<file path="src/rtl/alu8_flags.sv">
// 8-bit registered ALU (add/sub with carry-in, AND, OR) with carry, parity, zero and overflow flags.
// Optional macro ALU_SAT_EN: ADD/SUB saturate to 0x7F/0x80 on signed overflow.
module alu8_flags (
    input  logic       clk,
    input  logic       rst,
    input  logic [7:0] liczbaA,
    input  logic [7:0] liczbaB,
    input  logic [1:0] wybor,
    input  logic       bitP,
    output logic [7:0] wynik,
    output logic       C,
    output logic       EVEN,
    output logic       Z,
    output logic       OV
);

    typedef enum logic [1:0] {
        OP_ADD = 2'b00,
        OP_SUB = 2'b01,
        OP_AND = 2'b10,
        OP_OR  = 2'b11
    } op_e;

    logic [8:0] sum9;
    logic [8:0] diff9;
    logic [7:0] wynik_d, wynik_q;
    logic       c_d, c_q;
    logic       ov_d, ov_q;
    logic       even_d, even_q;
    logic       z_d, z_q;

    assign sum9  = {1'b0, liczbaA} + {1'b0, liczbaB} + {8'b0, bitP};
    // A borrow leaves bit 8 set, since the true difference stays within [-256, 255].
    assign diff9 = {1'b0, liczbaA} - {1'b0, liczbaB} - {8'b0, bitP};

    always_comb begin
        wynik_d = 8'h00;
        c_d     = 1'b0;
        ov_d    = 1'b0;
        case (op_e'(wybor))
            OP_ADD: begin
                wynik_d = sum9[7:0];
                c_d     = sum9[8];
                ov_d    = (liczbaA[7] == liczbaB[7]) && (sum9[7] != liczbaA[7]);
            end
            OP_SUB: begin
                wynik_d = diff9[7:0];
                c_d     = diff9[8];
                ov_d    = (liczbaA[7] != liczbaB[7]) && (diff9[7] != liczbaA[7]);
            end
            OP_AND: wynik_d = liczbaA & liczbaB;
            OP_OR:  wynik_d = liczbaA | liczbaB;
            default: wynik_d = 8'h00;
        endcase
`ifdef ALU_SAT_EN
        // Logic ops never raise ov_d, so only arithmetic results clamp; carry stays unsaturated.
        if (ov_d) begin
            wynik_d = liczbaA[7] ? 8'h80 : 8'h7F;
        end
`endif
        even_d = ~(^wynik_d);
        z_d    = (wynik_d == 8'h00);
    end

    always_ff @(posedge clk) begin
        if (rst) begin
            wynik_q <= 8'h00;
            c_q     <= 1'b0;
            ov_q    <= 1'b0;
            even_q  <= 1'b0;
            z_q     <= 1'b0;
        end else begin
            wynik_q <= wynik_d;
            c_q     <= c_d;
            ov_q    <= ov_d;
            even_q  <= even_d;
            z_q     <= z_d;
        end
    end

    assign wynik = wynik_q;
    assign C     = c_q;
    assign EVEN  = even_q;
    assign Z     = z_q;
    assign OV    = ov_q;

endmodule

</file>
<file path="config.mk">
export PLATFORM = sky130hd
export DESIGN_NAME = alu8_flags
export DESIGN_NICKNAME = d
export VERILOG_FILES = /design/src/rtl/alu8_flags.sv
export SDC_FILE = /design/constraint.sdc
export NUM_CORES = 1
export LEC_CHECK = 0
export BUFFER_PORTS_ARGS = -buffer_cell sky130_fd_sc_hd__buf_4
export CORE_MARGIN = 8
export CORE_UTILIZATION = 35
export DETAILED_ROUTE_END_ITERATION = 10
export SLEW_MARGIN = 30
export SYNTH_ARGS = -nofsm -noshare
export SYNTH_HDL_FRONTEND = slang
export SYNTH_SLANG_ARGS = --single-unit
</file>
<file path="constraint.sdc">
create_clock -name clk -period 2.65 [get_ports clk]
set_input_delay 0.265 -clock clk [delete_from_list [all_inputs] [get_ports clk]]
set_output_delay 0.265 -clock clk [all_outputs]
set_load 0.005 [all_outputs]
</file>
**After elaboration in Yosys (flattened, before gate mapping)**

Index checks and enable logic that the tools add are counted.

- Input port bits: 21
- Word-level logic and storage cells: 27
- Register bits: 12

- Multiplexer cells: 3
- Reductions and logical operators: 5
- Equal/unequal tests: 7
- $add $sub $neg: 4
- Bitwise operators: 3

Operator list:

| cell | count |
|---|---|
| 8-bit one-hot mux with 4 select lines | 1 |
| 8-bit by 8-bit adder with 9-bit output | 1 |
| 9-bit by 1-bit adder with 9-bit output | 1 |
| 8-bit by 8-bit subtractor with 9-bit output | 1 |
| 9-bit by 1-bit subtractor with 9-bit output | 1 |
| 8-bit bitwise AND | 1 |
| 8-bit logical NOT | 1 |
| 8-bit OR | 1 |
| 8-bit XOR reduction | 1 |
| 2-bit == test, second input constant | 2 |
| 1-bit one-hot mux with 2 select lines | 2 |
| 1-bit != test | 3 |
| 2-bit by 1-bit == test with 1-bit output, second input constant | 1 |
| 1-bit logical AND | 2 |
| 2-bit logical NOT | 1 |
| 1-bit == test | 1 |
| 1-bit inverter | 1 |

**Depth between registers and ports, before layout**

- Depth after elaboration: 5
- Depth in mapped cells: 14
- Gate-level depth less buffers: 14

**Worst setup path before layout**

OpenSTA, ideal clock, no wires.

- Path type: input port to flip-flop
- From: input port liczbaA[0]
- To: register even_q, in the netlist EVEN
- Buffers on the path: 0
- Arrival: 2,559 ps
- Setup time: 115 ps
- Cell stages on the path: 13
- Path slack: -23 ps
- Data required time: 2,535 ps
- Cells stage by stage: inv_1 fa_1 inv_1 ha_1 o211ai_1 nand4b_1 a31oi_1 xnor2_1 o221ai_1 ha_1 xor2_1 xnor2_1 nor2_1

- Cells in the longest elaborated chain, start to end: 5
- Elaborated cells on any way between the ends: 9

RTL lines:

| what | RTL line | RTL |
|---|---|---|
| start: declaration | 6 | `input logic [7:0] liczbaA,` |
| 8-bit by 8-bit subtractor with 9-bit output / 8-bit by 8-bit adder with 9-bit output (equally long branches) | 34, 32 |  |
| 9-bit by 1-bit subtractor with 9-bit output / 9-bit by 1-bit adder with 9-bit output (equally long branches) | 34, 32 |  |
| 8-bit one-hot mux with 4 select lines (*) | 40 | `case (op_e'(wybor))` |
| 8-bit XOR reduction (*) | 61 | `even_d = ~(^wynik_d);` |
| 1-bit inverter (*) | 61 |  |
| end signal: assignment | 76 | `even_q <= even_d;` |
| end: declaration | 29 | `logic even_d, even_q;` |

Mark *: on every way between the ends. The rest lies on a longest branch, timed or not.
A chain may end at the register's enable or synchronous reset.

**Worst setup path after layout**

- From: input port liczbaB[0]
- To: register even_q, in the netlist EVEN

- Cells in the longest elaborated chain, start to end: 5
- Elaborated cells on any way between the ends: 9

RTL lines:

| what | RTL line | RTL |
|---|---|---|
| start: declaration | 7 | `input logic [7:0] liczbaB,` |
| 8-bit by 8-bit subtractor with 9-bit output / 8-bit by 8-bit adder with 9-bit output (equally long branches) | 34, 32 |  |
| 9-bit by 1-bit subtractor with 9-bit output / 9-bit by 1-bit adder with 9-bit output (equally long branches) | 34, 32 |  |
| 8-bit one-hot mux with 4 select lines (*) | 40 |  |
| 8-bit XOR reduction (*) | 61 |  |
| 1-bit inverter (*) | 61 |  |

Marks and branches as above.

==> out/results.ini <==
[route]
finalWirelength_mm=3.43
via_per_inst=4.74
drt_pass1_iterations=4
wl_met2_mm=1.64
initialDrtViolationCount=59
wl_met3_um=190
dr.max_layer_used=met4
wl_per_cell_um=11.5
vias=1418
ant_nets=0
drc=0
wl_met1_mm=1.57

[yosys]
ys_ff_latch=12
async_flop_share_pct=0
synth_top_cell_area_share_pct=25.7
synth_edf_count=0
synthCells=188
synth_area_leader_cell=ha_1
synthesis.nets=247
ys_seq_area_share_pct=14.5
avgSynthCellArea_um2=8.81
ys.warnings.count=0
synth_top_flop_cell=dfxtp_1
syn_area_mm2=0.00166
synth_area_leaders=ha_1 26%, dfxtp_1 15%, inv_1 7.0%
yosysUniqueCellTypes=41

[finish]
area_growth_pct=30.9
nets=306
fillers=465
antenna_cells=0
design_area_mm2=0.00217
regArea_um2=240
multiInputGateArea_mm2=0.00125
instances_no_fill=299
drive_above_1_share_pct=33.1

[hold_path]
hold_depth=2
hp-class=input port to flip-flop
holdPathEnd=EVEN$_SDFF_PP0_
worstHoldStart=rst

[clocking]
cts_setup_buffers=0
cts-buffers-inserted=3
cts_buffer_depth=2
clk_pin_slew_worst_paths_ns=0.04
clock-root-buffer=clkbuf_8
cts.htree.levels=1
clock-sinks=12
cts_tree=built

[floorplanning]
core_mm2=0.00463
row_count=25
initial_core_util_pct=35.8
boundaryPins=33
die_h_um=84.8
die_area_mm2=0.00719
die_w_um=84.8

[grt]
grt_pass1_wl_mm=5.75
grt_pass1_vias=1420
grt-ovfl-total=0
grt_start_max_net_pins=25
antenna_found_initial=0
grt_usage_pct=9.57

[sta]
rsz0062_at_grt=true
finalSetupViolCount=0
relSlewSlack_pct=73.0
fmax_mhz=384
period_share_pct=98.2
hold_viol_final=0
worst_pin_slew_ns=0.401
drv_slew=0
hold_slack_ns=0.294
fin_crit_ns=2.60

[placement]
dp.cells=296
gp_congestion=0.779
place_area_mm2=0.00210
place_hpwl_mm=3.03
io_buffers=32

[power]
power_density_mw_per_mm2=395
max-vdd-ir-drop_mv=0.152
p_leak_nw=1.10

[critical_path]
worstPathRequired_ns=2.77
start_kind=input port
crit_fanout=3
worst-setup-path-type=input port to flip-flop
arrival_ns=2.72
end_kind=flip-flop

[run]
max-cap-violations=0

[run_status]
status=finished, final reports clean

## worst max-delay path: stages
cell,delay (ns)
buf_8,0.10
fa_1,0.58
inv_1,0.06
ha_2,0.17
o211ai_1,0.21
nand3b_1,0.10
a21oi_1,0.18
xnor2_1,0.13
o22ai_1,0.12
a21o_1,0.16
ha_1,0.28
xnor2_1,0.17
xnor2_1,0.13
nor2_1,0.06
## where the power goes
part | internal (W) | leakage, nW | switching [W]
Combinational | 0.000271 | 0.976 | 0.000225
Clock | 0.0000988 | 0.0216 | 0.0000515
Sequential | 0.000205 | 0.0996 | 0.00000526
## sequential cells by signal (all words and copies together) (netlist names)
name	cells
wynik	8
OV	1
C	1
Z	1
EVEN	1
## routing by layer
layer,vias up,track usage [%]
met5,-,0
met4,0,3.40
met3,2,1.85
met2,28,17.0
met1,652,11.0
li1,736,-
## cell type report
| cell class | instances | area share (%) |
|---|---|---|
| multi-input combinational | 140 | 57.8 |
| inverter | 31 | 5.37 |
| clock buffer | 3 | 1.90 |
| tap | 54 | 3.12 |
| sequential | 12 | 11.1 |
| timing repair buffer | 59 | 20.8 |
## timing repair
| item | in CTS | in global routing |
|---|---|---|
| pin swaps | 1 | 10 |
| hold buffers | 0 | 0 |
| setup endpoints to repair | 1 | 1 |
| gates resized for setup | 0 | 6 |
## through the flow
stage | utilization, % | setup TNS (ns) | power (W) | setup WS, ns
CTS | 46.4 | 0 | 0.000858 | 0.000608
global route | 46.8 | -0.127 | 0.000929 | -0.127
floorplan | - | 0 | 0.000531 | 0.0302
detailed placement | 45.5 | -0.244 | 0.000703 | -0.244
finish | 46.8 | 0 | 0.000856 | 0.0488
global placement | 45.5 | -0.227 | 0.000699 | -0.227
## cell families after synthesis
family / after synthesis / share of synthesized area [%]
and+or+nand+nor: 46 / 13.7
adders and majority gates: 38 / 30.5
buffers and inverters: 36 / 11.2
AOI/OAI and AO/OA: 35 / 15.1
xor gates and xnor gates: 15 / 8.76
DFF: 12 / 14.5
muxes: 6 / 6.19
## cells in the final DEF (no fill, tap or decap), types with 2 or more instances in the layout
| cell | netlist | final |
|---|---|---|
| nand2b_1 | 2 | 2 |
| mux4_2 | 3 | 3 |
| or3b_1 | 2 | 2 |
| dfxtp_1 | 12 | 12 |
| xnor2_1 | 11 | 11 |
| nor2b_1 | 2 | 2 |
| xor2_1 | 3 | 3 |
| buf_4 | 0 | 58 |
| a31oi_2 | 0 | 2 |
| o21ai_0 | 8 | 8 |
| o22ai_1 | 3 | 3 |
| o21ai_1 | 4 | 4 |
| inv_1 | 31 | 30 |
| a21oi_1 | 6 | 6 |
| mux2i_1 | 2 | 2 |
| clkbuf_8 | 5 | 3 |
| nor3_1 | 2 | 2 |
| a21oi_2 | 2 | 2 |
| nor3b_1 | 2 | 2 |
| nand2_1 | 11 | 11 |
| fa_1 | 4 | 4 |
| nor2_1 | 15 | 15 |
| ha_1 | 34 | 33 |
| or2_2 | 2 | 2 |
| nand3_1 | 3 | 3 |
## worst max-delay path by stage
stage	from	endpoint	slack [ns]	depth (start not counted)
floorplan	bitP	EVEN$_SDFF_PP0_	0.03	12
global placement	bitP	EVEN$_SDFF_PP0_	-0.23	13
detailed placement	bitP	EVEN$_SDFF_PP0_	-0.24	13
CTS	bitP	EVEN$_SDFF_PP0_	0.0006	14
global route	liczbaB[0]	EVEN$_SDFF_PP0_	-0.13	13
finish	liczbaB[0]	EVEN$_SDFF_PP0_	0.05	14
## cells in the mapped netlist (all sizes together) (3+ instances only)
master and n:
clkbuf 5, nand2 12, dfxtp 12, nand3 3
xnor2 11, nor2 15, o22ai 3, fa 4
xor2 3, o21ai 12, a21oi 9, mux4 3
ha 34, inv 31
No activity file was read; power rests on OpenSTA's default activity.
